--- config.mk ---
export PLATFORM = sky130hd
export DESIGN_NAME = car_traffic
export DESIGN_NICKNAME = d
export VERILOG_FILES = /design/src/rtl/car_traffic_pkg.sv /design/src/rtl/car_traffic_lane_mover.sv /design/src/rtl/car_traffic.sv
export SDC_FILE = /design/constraint.sdc
export NUM_CORES = 1
export LEC_CHECK = 0
export BUFFER_PORTS_ARGS = -buffer_cell sky130_fd_sc_hd__buf_2
export CAP_MARGIN = 25
export CORE_MARGIN = 2
export CORE_UTILIZATION = 60
export CTS_BUF_LIST = sky130_fd_sc_hd__clkbuf_16
export DETAILED_ROUTE_END_ITERATION = 7
export PLACE_DENSITY = 0.83
export SLEW_MARGIN = 10
export SYNTH_ARGS = -nofsm -noshare
export SYNTH_HDL_FRONTEND = slang
export SYNTH_SLANG_ARGS = --single-unit
--- constraint.sdc ---
create_clock -name CLK -period 5.35 [get_ports CLK]
set_input_delay 0.2675 -clock CLK [delete_from_list [all_inputs] [get_ports CLK]]
set_output_delay 0.2675 -clock CLK [all_outputs]
set_load 0.01 [all_outputs]
--- src/rtl/car_traffic_pkg.sv ---
`default_nettype none
// ============================================================================
// Module      : car_traffic_pkg
// Description : Shared game geometry and lane constants used by the car
//               traffic generator, the player control and the VGA renderer.
//               Holds screen size, car sprite size, lane rows, start columns,
//               lane direction encoding and the lane period helper.
// Ports       : none (package)
// Revision    : 1.0 - initial release
// ============================================================================
package car_traffic_pkg;

    // Screen and sprite geometry
    localparam int GAME_H_DISPLAY  = 640;
    localparam int GAME_V_DISPLAY  = 480;
    localparam int GAME_CAR_WIDTH  = 32;
    localparam int GAME_CAR_HEIGHT = 32;

    // Lane rows (top edge of each car sprite)
    localparam logic [9:0] GAME_CAR_Y1 = 10'd64;
    localparam logic [9:0] GAME_CAR_Y2 = 10'd112;
    localparam logic [9:0] GAME_CAR_Y3 = 10'd160;
    localparam logic [9:0] GAME_CAR_Y4 = 10'd208;
    localparam logic [9:0] GAME_CAR_Y5 = 10'd256;
    localparam logic [9:0] GAME_CAR_Y6 = 10'd304;
    localparam logic [9:0] GAME_CAR_Y7 = 10'd352;
    localparam logic [9:0] GAME_CAR_Y8 = 10'd400;

    // Start columns, staggered so lanes do not line up at game start
    localparam logic [9:0] GAME_INIT_X1 = 10'd0;
    localparam logic [9:0] GAME_INIT_X2 = 10'd608;
    localparam logic [9:0] GAME_INIT_X3 = 10'd96;
    localparam logic [9:0] GAME_INIT_X4 = 10'd500;
    localparam logic [9:0] GAME_INIT_X5 = 10'd200;
    localparam logic [9:0] GAME_INIT_X6 = 10'd350;
    localparam logic [9:0] GAME_INIT_X7 = 10'd420;
    localparam logic [9:0] GAME_INIT_X8 = 10'd64;

    // Lane travel direction
    typedef enum logic {
        DIR_RIGHT = 1'b0,
        DIR_LEFT  = 1'b1
    } dir_e;

    // Lane tick period for a level: base minus per-level reduction, floored.
    // The comparison form avoids an unsigned wrap when the reduction exceeds
    // the base period.
    function automatic logic [31:0] lane_period(
        input logic [3:0]  lvl,
        input logic [31:0] base,
        input logic [31:0] step,
        input logic [31:0] floor_p
    );
        logic [31:0] reduction;
        reduction = {28'd0, lvl} * step;
        if (reduction >= (base - floor_p)) begin
            return floor_p;
        end
        return base - reduction;
    endfunction

endpackage : car_traffic_pkg
`default_nettype wire

--- src/rtl/car_traffic_lane_mover.sv ---
`default_nettype none
// ============================================================================
// Module      : lane_mover
// Description : One traffic lane: a tick divider plus the car position
//               register with wrap at the screen edge.
// Ports       : CLK    - system clock
//               RST_N  - asynchronous active-low reset
//               clear  - synchronous return to start state (game restart)
//               run    - divider advances while high, holds while low
//               period - clocks per tick, sampled at every tick reload
//               x      - car left-edge column, registered
// Revision    : 1.0 - initial release
// ============================================================================
module lane_mover
    import car_traffic_pkg::*;
#(
    parameter dir_e        DIR          = DIR_RIGHT,
    parameter logic [9:0]  INIT_X       = 10'd0,
    parameter int          STEP         = 2,
    parameter int          H_DISPLAY    = GAME_H_DISPLAY,
    parameter int          CAR_WIDTH    = GAME_CAR_WIDTH,
    parameter logic [31:0] RESET_PERIOD = 32'd400000
) (
    input  logic        CLK,
    input  logic        RST_N,
    input  logic        clear,
    input  logic        run,
    input  logic [31:0] period,
    output logic [9:0]  x
);

    localparam logic [10:0] C_X_MAX = 11'(H_DISPLAY - CAR_WIDTH);
    localparam logic [10:0] C_STEP  = 11'(STEP);

    logic [31:0] r_cnt;
    logic [31:0] r_period;   // period in force for the current count
    logic [9:0]  r_x;
    logic        w_tick;
    logic [10:0] w_x_ext;
    logic [9:0]  w_x_next;

    assign w_tick = run && (r_cnt == (r_period - 32'd1));

    // Wrap decisions are made on an 11-bit copy so neither direction can
    // produce a 10-bit overflow or underflow.
    always_comb begin
        w_x_ext  = {1'b0, r_x};
        w_x_next = r_x;
        if (DIR == DIR_RIGHT) begin
            if ((w_x_ext + C_STEP) > C_X_MAX) begin
                w_x_next = 10'd0;
            end else begin
                w_x_next = 10'(w_x_ext + C_STEP);
            end
        end else begin
            if (w_x_ext < C_STEP) begin
                w_x_next = C_X_MAX[9:0];
            end else begin
                w_x_next = 10'(w_x_ext - C_STEP);
            end
        end
    end

    always_ff @(posedge CLK or negedge RST_N) begin
        if (!RST_N) begin
            r_cnt    <= 32'd0;
            r_period <= RESET_PERIOD;
            r_x      <= INIT_X;
        end else if (clear) begin
            r_cnt    <= 32'd0;
            r_period <= RESET_PERIOD;
            r_x      <= INIT_X;
        end else if (w_tick) begin
            r_cnt    <= 32'd0;
            r_period <= period;
            r_x      <= w_x_next;
        end else if (run) begin
            r_cnt    <= r_cnt + 32'd1;
        end
    end

    assign x = r_x;

endmodule : lane_mover
`default_nettype wire

--- src/rtl/car_traffic.sv ---
`default_nettype none
// ============================================================================
// Module      : car_traffic
// Description : Horizontal positions of the 8 traffic cars. Holds the game
//               level, the level-dependent lane period and the post-hit
//               pause counter; one lane_mover per lane.
// Ports       : CLK            - system clock
//               RST_N          - asynchronous active-low reset
//               score_pulse    - player completed a crossing (1 clk)
//               hit_pulse      - player collided (1 clk)
//               game_reset     - restart game (1 clk)
//               car_x1..car_x8 - car left-edge columns, registered
//               level          - current level 0..MAX_LEVEL
//               paused         - high while the post-hit freeze is active
// Revision    : 1.0 - initial release
// ============================================================================
module car_traffic
    import car_traffic_pkg::*;
#(
    parameter int         H_DISPLAY   = GAME_H_DISPLAY,
    parameter int         CAR_WIDTH   = GAME_CAR_WIDTH,
    parameter int         STEP        = 2,
    parameter int         BASE_PERIOD = 400000,
    parameter int         LEVEL_STEP  = 30000,
    parameter int         MIN_PERIOD  = 100000,
    parameter int         MAX_LEVEL   = 9,
    parameter int         HIT_PAUSE   = 25000000,
    parameter logic [9:0] INIT_X1     = GAME_INIT_X1,
    parameter logic [9:0] INIT_X2     = GAME_INIT_X2,
    parameter logic [9:0] INIT_X3     = GAME_INIT_X3,
    parameter logic [9:0] INIT_X4     = GAME_INIT_X4,
    parameter logic [9:0] INIT_X5     = GAME_INIT_X5,
    parameter logic [9:0] INIT_X6     = GAME_INIT_X6,
    parameter logic [9:0] INIT_X7     = GAME_INIT_X7,
    parameter logic [9:0] INIT_X8     = GAME_INIT_X8
) (
    input  logic       CLK,
    input  logic       RST_N,
    input  logic       score_pulse,
    input  logic       hit_pulse,
    input  logic       game_reset,
    output logic [9:0] car_x1,
    output logic [9:0] car_x2,
    output logic [9:0] car_x3,
    output logic [9:0] car_x4,
    output logic [9:0] car_x5,
    output logic [9:0] car_x6,
    output logic [9:0] car_x7,
    output logic [9:0] car_x8,
    output logic [3:0] level,
    output logic       paused
);

    localparam logic [31:0] C_BASE_PERIOD = 32'(BASE_PERIOD);
    localparam logic [31:0] C_LEVEL_STEP  = 32'(LEVEL_STEP);
    localparam logic [31:0] C_MIN_PERIOD  = 32'(MIN_PERIOD);
    localparam logic [31:0] C_HIT_RELOAD  = 32'(HIT_PAUSE - 1);
    localparam logic [3:0]  C_MAX_LEVEL   = 4'(MAX_LEVEL);
    localparam logic [9:0]  C_INIT_X [8]  = '{INIT_X1, INIT_X2, INIT_X3, INIT_X4,
                                              INIT_X5, INIT_X6, INIT_X7, INIT_X8};

    logic [3:0]  r_level;
    logic        r_paused;
    logic [31:0] r_pause_cnt;
    logic [31:0] w_period;
    logic [9:0]  w_car_x [8];

    assign w_period = lane_period(r_level, C_BASE_PERIOD, C_LEVEL_STEP, C_MIN_PERIOD);

    // Level and pause share one block so game_reset priority is in one place.
    // A hit and a score in the same cycle both take effect.
    always_ff @(posedge CLK or negedge RST_N) begin
        if (!RST_N) begin
            r_level     <= 4'd0;
            r_paused    <= 1'b0;
            r_pause_cnt <= 32'd0;
        end else if (game_reset) begin
            r_level     <= 4'd0;
            r_paused    <= 1'b0;
            r_pause_cnt <= 32'd0;
        end else begin
            if (score_pulse && (r_level < C_MAX_LEVEL)) begin
                r_level <= r_level + 4'd1;
            end
            // A hit during a pause simply reloads, extending the freeze.
            if (hit_pulse) begin
                r_paused    <= 1'b1;
                r_pause_cnt <= C_HIT_RELOAD;
            end else if (r_paused) begin
                if (r_pause_cnt == 32'd0) begin
                    r_paused <= 1'b0;
                end else begin
                    r_pause_cnt <= r_pause_cnt - 32'd1;
                end
            end
        end
    end

    // Lanes 1,3,5,7 (even index) travel right, lanes 2,4,6,8 travel left.
    for (genvar i = 0; i < 8; i++) begin : g_lane
        lane_mover #(
            .DIR          ((i % 2 == 0) ? DIR_RIGHT : DIR_LEFT),
            .INIT_X       (C_INIT_X[i]),
            .STEP         (STEP),
            .H_DISPLAY    (H_DISPLAY),
            .CAR_WIDTH    (CAR_WIDTH),
            .RESET_PERIOD (C_BASE_PERIOD)
        ) u_lane (
            .CLK    (CLK),
            .RST_N  (RST_N),
            .clear  (game_reset),
            .run    (!r_paused),
            .period (w_period),
            .x      (w_car_x[i])
        );
    end

    assign car_x1 = w_car_x[0];
    assign car_x2 = w_car_x[1];
    assign car_x3 = w_car_x[2];
    assign car_x4 = w_car_x[3];
    assign car_x5 = w_car_x[4];
    assign car_x6 = w_car_x[5];
    assign car_x7 = w_car_x[6];
    assign car_x8 = w_car_x[7];
    assign level  = r_level;
    assign paused = r_paused;

endmodule : car_traffic
`default_nettype wire

==> results by group <==
Cells and area
  – Final nets: 3475
  – Antenna fix cells: 0
  – Fillers: 3940
  – Area grow syn2layout: 9.447%
  – Finished Layout Cells: 4132
  – Ratio of cells with drive above 1 in the final layout: 10.14%
  – FF/Latch Area: 12430 um2
  – Multi-input gate area: 16950 um2
  – Fin util: 66.42%

Route
  – Drt wl/cell: 17.76 um
  – WL met3: 4664 um
  – # DRC: 0
  – Post-DR vias/cell: 6.173
  – TritonRoute pass-1 iters: 5
  – DR WL met2: 33770 um
  – Antenna-violating nets left: 0
  – Highest metal used: met4
  – Final WL: 73390 um
  – Met1 WL: 32560 um
  – Initial DRC count: 1999
  – DR vias: 25508

Hold path
  – Hold endpoint: g_lane[7].u_lane.x[2]
  – Min-Delay Path Depth: 2
  – Tightest Hold Check Type: primary input to flip-flop
  – Hold Startpoint: game_reset

Critical path
  – Crit path max fanout: 22
  – Setup crit end kind: flip-flop
  – Worst r2r dst: g_lane[7].u_lane.r_period[10]
  – Worst r2r path cells: 14
  – R2r startpoint: level[2]
  – Setup crit start kind: flip-flop
  – WP data arrival: 4.91 ns
  – CP Class: flip-flop to flip-flop
  – Worst reg-to-reg setup slack: 0.95 ns
  – CP Data Required Time: 5.86 ns

Yosys
  – Syn_area_per_cell: 8.969 um2
  – Distinct cell type count after synthesis: 98
  – Synth area leaders: dfrtp_1 35%, xor2_1 6.8%, dfstp_2 6.3%
  – Cells after Synth: 3395
  – Post-synth EDFFs: 0
  – Largest area contributor in the netlist: dfrtp_1
  – Seq/Total Area, Yosys: 40.82%
  – Post-synth ARST share: 100.0%
  – YS warnings: 0
  – Synthesized cell area: 30450 um2
  – FF+latch count, synth: 493
  – Top cell type's share of synthesized area: 34.52%
  – Most used DFF post-synth: dfrtp_1

Global route
  – Initial antenna violation count: 0
  – First-pass GRT wire length: 121800 um
  – Total overflow reported by the global router: 0
  – Pin count of the biggest net entering global routing: 146
  – GRT Resource Usage Total: 27.70%
  – Vias in the first global route: 24300

Flow run
  – Max Cap Viol: 0

STA
  – RSZ-0062 raised after global routing: no
  – Endpoints failing setup: 0
  – Worst-Margin Slew: 0.9804 ns
  – Setup Skew: 0.02545 ns
  – Final hold violation count: 0
  – Fmax: 0.2272 GHz
  – Fin crit share: 82.28%
  – Max-slew headroom: 33.70%
  – Final min period: 4.402 ns
  – Hold_ws: 0.06379 ns
  – Setup TNS: 0 ns
  – Count of pins over their slew limit: 0

Floorplan
  – Die W: 229.3 um
  – Die Ht: 229.3 um
  – CORE AREA: 50170 um2
  – Initial Util: 60.69%
  – Die Area: 52570 um2
  – Row count: 82
  – IO Count: 90

Clock network
  – Clock-pin transition on the worst setup and hold timing paths: 0.06 ns
  – # H-tree levels: 2
  – Clock Latency Late Sink: 0.61 ns
  – CTS tree: yes
  – Inserted Clock Buffers: 53
  – CTS sink cnt: 493
  – Clock Tree Buf Depth: 3
  – Clk root buf: clkbuf_16

Power and ir drop
  – Leakage Power: 14.02 nW
  – Tot Pwr: 0.008289 W
  – PD cells: 248.7 nW/um2
  – Peak VDD IR: 0.3135 mV

Place
  – Placer Congestion: 0.9027
  – DP Cell Count: 4029
  – Number of port buffers: 81
  – Post-DP HPWL: 50420 um

Outcome
  – Run status: finished, final reports clean
where the power goes:
part | total [W] | switching (W) | internal, W
clock | 0.00393 | 0.00158 | 0.00235
combinational | 0.000545 | 0.000395 | 0.000150
sequential | 0.00381 | 0.0000456 | 0.00376
metal layers:
layer | vias up | GRT usage [%]
met4 | 0 | 10.47
met2 | 766 | 44.47
met5 | - | 0
met3 | 151 | 4.171
met1 | 12400 | 38.12
li1 | 12191 | -
Yosys cell counts (29+ instances only):
library cell	count
ha_1	53
nand2b_1	34
and2_1	29
nand4_1	82
xor2_1	235
or3_1	48
xnor2_1	215
dfstp_2	73
a21oi_1	135
nor2b_1	33
inv_1	120
mux2i_1	38
nand3_1	140
dfrtp_1	420
nand2_1	199
nor3_1	162
or4_1	46
o31ai_1	37
clkbuf_1	121
and3_1	81
nor2_1	450
nor4_1	65
o21ai_0	75
area by class of cell:
type | count | share of cell area [%]
clock buffer | 55 | 4.130
clock inverter | 45 | 1.472
inverter | 121 | 1.363
multi-input combinational | 2625 | 50.85
sequential | 493 | 37.30
tap | 672 | 2.523
timing repair buffer | 121 | 2.365
metrics by stage:
stage | area, um2 | worst slack [ns]
finish | 33330 | 0.9482
global route | 33330 | 0.4853
CTS | 33320 | 0.9847
global placement | 31390 | 1.103
floorplan | 30480 | 1.311
detailed placement | 31430 | 1.008
flip-flops by register name, indices dropped and copies added, names as in the netlist:
| register | count |
|---|---|
| r_pause_cnt | 32 |
| level | 4 |
| g_lane.u_lane.r_cnt | 256 |
| g_lane.u_lane.r_period | 128 |
| g_lane.u_lane.x | 72 |
| paused | 1 |
critical path, cell delays in order (launching register included):
cell and delay [ns]:
dfrtp_1 0.51, inv_1 0.18, ha_1 0.26, ha_1 0.17
or2_2 0.31, ha_1 0.36, nor3_1 0.08, a2111oi_0 0.42
a211oi_1 0.11, xnor2_1 0.51, o21a_1 0.23, o31a_2 0.52
buf_4 0.25, nor2_1 0.10, a211oi_1 0.29
layout by cell type (no fill, tap or decap), types with 18 or more instances in the layout:
cell type | synthesis | final
and2_1 | 29 | 29
nand4_1 | 82 | 82
dfstp_2 | 73 | 73
nor2b_1 | 33 | 33
xor2_1 | 235 | 235
dfrtp_1 | 420 | 419
and3_1 | 81 | 81
mux2i_1 | 38 | 38
nor3_1 | 162 | 161
nor4_1 | 65 | 64
and4_1 | 18 | 18
a21oi_1 | 135 | 135
ha_1 | 53 | 53
nand2_1 | 199 | 199
nand2b_1 | 34 | 34
o21ai_0 | 75 | 75
nand3b_1 | 18 | 18
nand3_1 | 140 | 140
or4_1 | 46 | 46
o31ai_1 | 37 | 37
or3_1 | 48 | 48
clkbuf_16 | 0 | 55
nor2_1 | 450 | 450
buf_2 | 18 | 79
or2_2 | 22 | 22
nand4b_1 | 20 | 20
inv_1 | 120 | 124
a211oi_1 | 28 | 28
o211ai_1 | 24 | 24
xnor2_1 | 215 | 215
buf_4 | 8 | 33
a22o_1 | 18 | 18
a31oi_1 | 25 | 25
cells by family (layout without fill, tap and decap cells):
family | after synthesis | after routing | synth area share [%]
and+or+nand+nor | 1528 | 1528 | 26.35
buffers and inverters | 284 | 342 | 3.727
DFF | 493 | 493 | 40.82
xor gates and xnor gates | 450 | 450 | 12.94
AOI/OAI and AO/OA | 538 | 538 | 12.30
other | 1 | 8 | 0.01232
muxes | 45 | 45 | 1.508
adders and majority gates | 56 | 56 | 2.342
worst max-delay path by stage:
stage                                 start                       endpoint  slack [ns]  depth (start not counted)
6_report                           level[2]  g_lane[7].u_lane.r_period[10]        0.95                         14
5_1_grt        g_lane[6].u_lane.r_period[4]          g_lane[6].u_lane.x[9]        0.49                         10
4_1_cts                            level[2]  g_lane[7].u_lane.r_period[10]        0.98                         14
3_5_place_dp                       level[2]   g_lane[7].u_lane.r_period[5]        1.01                         14
3_3_place_gp                       level[2]  g_lane[5].u_lane.r_period[10]        1.10                         14
2_1_floorplan                      level[2]  g_lane[4].u_lane.r_period[16]        1.31                         14
what timing repair did:
item / in CTS / in global routing
buffers inserted: 0 / 0
gates resized for setup: 0 / 0
hold endpoints to repair: 63 / 0
hold buffers: 2 / 0
Note: power is estimated with default switching activity, not from simulation.
